`src/rtl/mux_select_sequencer.sv`:
```
// Walks the 18:1 operand mux through every input for each output neuron of an
// autoencoder layer and hands each operand to the MAC with valid/ready and first/last flags.
module mux_select_sequencer #(
  parameter int N_IN     = 18,
  parameter int SEL_W    = 5,
  parameter int N_NEURON = 3,
  parameter int NIDX_W   = 2,
  parameter int ADDR_W   = 6
) (
  input  logic              clk,
  input  logic              rst,
  input  logic              start,
  input  logic              ready_in,
  output logic [SEL_W-1:0]  sel,
  output logic [NIDX_W-1:0] neuron_idx,
  output logic [ADDR_W-1:0] weight_addr,
  output logic              valid,
  output logic              first,
  output logic              last,
  output logic              busy,
  output logic              done
);

  localparam logic [1:0] IDLE = 2'd0;
  localparam logic [1:0] RUN  = 2'd1;
  localparam logic [1:0] DONE = 2'd2;

  localparam logic [SEL_W-1:0]  SEL_LAST  = SEL_W'(N_IN - 1);
  localparam logic [NIDX_W-1:0] NIDX_LAST = NIDX_W'(N_NEURON - 1);

  logic [1:0] state;

  // The weight address advances alongside sel, so it never needs a multiplier;
  // everything is cleared on leaving RUN so the next pass starts from zero.
  always_ff @(posedge clk) begin
    if (rst) begin
      state       <= IDLE;
      sel         <= '0;
      neuron_idx  <= '0;
      weight_addr <= '0;
    end else begin
      case (state)
        IDLE: begin
          sel         <= '0;
          neuron_idx  <= '0;
          weight_addr <= '0;
          if (start) state <= RUN;
        end
        RUN: begin
          if (ready_in) begin
            if (sel != SEL_LAST) begin
              sel         <= sel + SEL_W'(1);
              weight_addr <= weight_addr + ADDR_W'(1);
            end else if (neuron_idx != NIDX_LAST) begin
              sel         <= '0;
              neuron_idx  <= neuron_idx + NIDX_W'(1);
              weight_addr <= weight_addr + ADDR_W'(1);
            end else begin
              state       <= DONE;
              sel         <= '0;
              neuron_idx  <= '0;
              weight_addr <= '0;
            end
          end
        end
        DONE: state <= IDLE;
        default: begin
          state       <= IDLE;
          sel         <= '0;
          neuron_idx  <= '0;
          weight_addr <= '0;
        end
      endcase
    end
  end

  // Flags come only from registered state, keeping ready_in off any output path.
  assign valid = (state == RUN);
  assign first = valid && (sel == '0);
  assign last  = valid && (sel == SEL_LAST);
  assign busy  = (state != IDLE);
  assign done  = (state == DONE);

endmodule

```
`config.mk`:
```
export PLATFORM = sky130hd
export DESIGN_NAME = mux_select_sequencer
export DESIGN_NICKNAME = d
export VERILOG_FILES = /design/src/rtl/mux_select_sequencer.sv
export SDC_FILE = /design/constraint.sdc
export NUM_CORES = 1
export LEC_CHECK = 0
export ABC_AREA = 1
export CORE_UTILIZATION = 47
export DETAILED_ROUTE_END_ITERATION = 8
export PLACE_DENSITY = 0.87
export SYNTH_ARGS = -nofsm -noshare
export SYNTH_HDL_FRONTEND = slang
export SYNTH_SLANG_ARGS = --single-unit
export TNS_END_PERCENT = 10
```
`constraint.sdc`:
```
create_clock -name clk -period 1.9 [get_ports clk]
set_clock_uncertainty 0.2 [all_clocks]
set_input_delay 0.19 -clock clk [delete_from_list [all_inputs] [get_ports clk]]
set_output_delay 0.19 -clock clk [all_outputs]
set_load 0.005 [all_outputs]
```
==> reports/qor.csv <==
stage;metric;value;unit
outcome;outcome;finished clean;
timing;whs;0.310;ns
routing;num_vias;884;
critical_path;crit_top_cell;inv_2;
critical_path;regToRegSetupSlack;0.35;ns
global_routing;grt_pass1_vias;757;
floorplanning;pin_count;22;
timing;finalCritPeriodShare;0.945;
timing;fin_ws;0.104;ns
timing;setup_viol_count_final;0;
synthesis;syn-num-nets;136;
timing;timing.slew.headroom;0.843;
final_layout;layout-drive-gt1-share;0.110;
routing;dr.pass1.iters;6;
routing;dr.first_iter.drc_count;25;
floorplanning;die_w;44.2;microns
synthesis;syn-cell-area;838;sq um
routing;drt_wl_total;1980;microns
clocking;cts_root_buf;clkbuf_4;
clocking;cts_tree;done;
critical_path;cp-start-kind;flip-flop;
final_layout;fill_cells;134;
synthesis;synth_sequential_area_ratio;0.358;
floorplanning;coreArea;0.00158;sq mm
synthesis;avgSynthCellArea;6.55;sq um
timing;worst_slew_pin_slew;0.234;ns
power;irDropWorstVdd;0.412;mV
synthesis;ys_ff_latch;15;
clocking;clk_pin_slew;0.09;ns
hold_path;whs_endpoint;weight_addr[1];
placed_design;hpwlAfterDp;1460;microns
timing;hold_violations;0;
power;switching_share;0.323;
global_routing;antenna_found_initial;0;
run;drv_cap;0;
critical_path;worstPathArrival;1.41;ns
power;p_leak;0.482;nW
routing;final_antenna_net_count;0;
power;p_switching;0.000238;W
timing;rsz0062_at_grt;no;
critical_path;worstSetupPathType;reg -> out;
critical_path;crit_required;1.51;ns
power;power_frac_comb;0.271;
clocking;postCtsHoldBufs;0;
critical_path;cpPeakStageDelay;0.50;ns
power;clockPowerShare;0.258;
routing;routed_via_density;5.20;
placed_design;dp_slack;0.139;ns
floorplanning;fp-row-count;14;
floorplanning;die_y;44.2;microns
floorplanning;die_area;0.00196;sq mm
hold_path;hold_start;weight_addr[1];
final_layout;area_growth;33.0;%
hold_path;holdCritPathClass;reg -> reg;
critical_path;crit_chain;inv_2 -> nand2_2 -> inv_2 -> clkdlybuf4s50_1;
hold_path;whs_path_depth;2;
global_routing;overflow;0;
synthesis;syn_inst;128;
placed_design;place.gp.congestion;0.790;
clocking;clkLatencyLatePin;0.29;ns
timing;period_needed;1.80;ns
routing;drc;0;
timing;fin_setup_tns;0;ns
critical_path;crit_path_end_kind;output pin;
power;intPower;0.000498;W
critical_path;r2r_start;sel[1];
clocking;clk_path_buf_depth;2;
routing;routedWlPerCell;11.6;microns
synthesis;ys_warn_count;0;
global_routing;grt_usage;0.221;
final_layout;fin_area;0.00111;sq mm
floorplanning;start_util;0.532;
final_layout;final_nets;163;
clocking;clock_sink_count;15;
power;powerDensity;660;mW/mm^2
critical_path;worstPathMaxFanout;6;
global_routing;grt_start_max_net_pins;11;
placed_design;dpl_cell_area;0.00107;sq mm
synthesis;yosysUniqueCellTypes;21;
power;seqPwrFrac;0.472;
timing;fmax;557;MHz
clocking;numCtsBuffers;3;
timing;timing.final.max_slew_violations;0;
clocking;cts_htree_levels;1;
critical_path;crit_slowest_cell;clkdlybuf4s50_1;
global_routing;grt_pass1_wl;3190;microns
placed_design;portBuffers;21;
critical_path;timing.rr.end;weight_addr[5];
final_layout;n_antenna_cell;0;
critical_path;reg2reg_depth;9;
power groups by stage:
stage | Clock (W) | Sequential, W | Combinational (W)
after floorplan | 0 | 0.000353 | 0.000117
after global placement | 0 | 0.000354 | 0.000192
after detailed placement | 0 | 0.000355 | 0.000197
after CTS | 0.000190 | 0.000347 | 0.000200
after global routing | 0.000194 | 0.000350 | 0.000223
final | 0.000189 | 0.000347 | 0.000199
timing repair:
item / 4_1_cts / 5_1_grt
resized for setup: 4 / 2
setup buffers: 1 / 0
setup endpoints to repair: 2 / 1
worst max path at each step:
stage | start | end | slack [ns] | cells past startpoint
3_5_place_dp | sel[0] | last | 0.14 | 6
4_1_cts | sel[0] | first | -0.03 | 5
3_3_place_gp | sel[0] | last | 0.17 | 6
6_report | state[1] | valid | 0.10 | 4
2_1_floorplan | sel[1] | sel[3] | 0.49 | 9
5_1_grt | state[1] | valid | 0.03 | 4
metrics by stage:
step	total power, W	utilization	instances
after floorplan	0.000470	-	128
after global placement	0.000546	0.680	165
after detailed placement	0.000552	0.680	165
after CTS	0.000737	0.704	170
after global routing	0.000767	0.707	170
final	0.000735	0.707	170
layout make-up:
type                            instances  area, sq um  area share
Inverter                               20         77.6      0.0696
Tap cell                               16         20.0      0.0180
Multi-Input combinational cell         92          459       0.412
Clock buffer                            4         26.3      0.0236
Timing Repair Buffer                   23          226       0.203
Sequential cell                        15          305       0.274
cells by family (layout without fill, tap and decap cells):
kind of cell / after synthesis / after routing / share of synthesized area
simple gates: 73 / 73 / 0.384
buf+inv: 21 / 47 / 0.0970
flops: 15 / 15 / 0.358
compound gates: 13 / 13 / 0.0806
fa+ha+maj: 4 / 4 / 0.0597
xor+xnor: 2 / 2 / 0.0209
flip-flops by register name (all words and copies together) (netlist names):
name         cells
state            2
weight_addr      6
sel              5
neuron_idx       2
metal layers:
layer | part of all wire | global-route usage
met1 | 0.45 | 0.287
met2 | 0.48 | 0.371
met3 | 0.049 | 0.0245
met4 | 0.019 | 0.0909
met5 | 0 | 0
cells in the mapped netlist (all sizes together):
master	count	area [sq um]
nand2	37	154
nor2	20	77.6
nand3	12	65.1
xnor2	1	8.76
nor3	1	5.00
nand3b	1	7.51
ha	4	50.1
xor2	1	8.76
o21ai	3	15.0
buf	1	3.75
inv	20	77.6
o21bai	1	7.51
dfxtp	15	300
nand4	2	12.5
a21oi	9	45.0
critical path, delay by kind of cell (launching register included):
kind	cells	cell delay, ns
flops	1	0.33
buf+inv	3	0.69
simple gates	1	0.10
cell usage in the layout, fill, tap and decap left out, drive strengths merged:
| cell type | netlist | routed |
|---|---|---|
| a21oi | 9 | 9 |
| buf | 1 | 2 |
| clkbuf | 0 | 4 |
| clkdlybuf4s50 | 0 | 19 |
| dfxtp | 15 | 15 |
| dlygate4sd2 | 0 | 1 |
| dlymetal6s2s | 0 | 1 |
| ha | 4 | 4 |
| inv | 20 | 20 |
| nand2 | 37 | 37 |
| nand3 | 12 | 12 |
| nand3b | 1 | 1 |
| nand4 | 2 | 2 |
| nor2 | 20 | 20 |
| nor3 | 1 | 1 |
| o21ai | 3 | 3 |
| o21bai | 1 | 1 |
| xnor2 | 1 | 1 |
| xor2 | 1 | 1 |
Note: power is estimated with default switching activity, not from simulation.
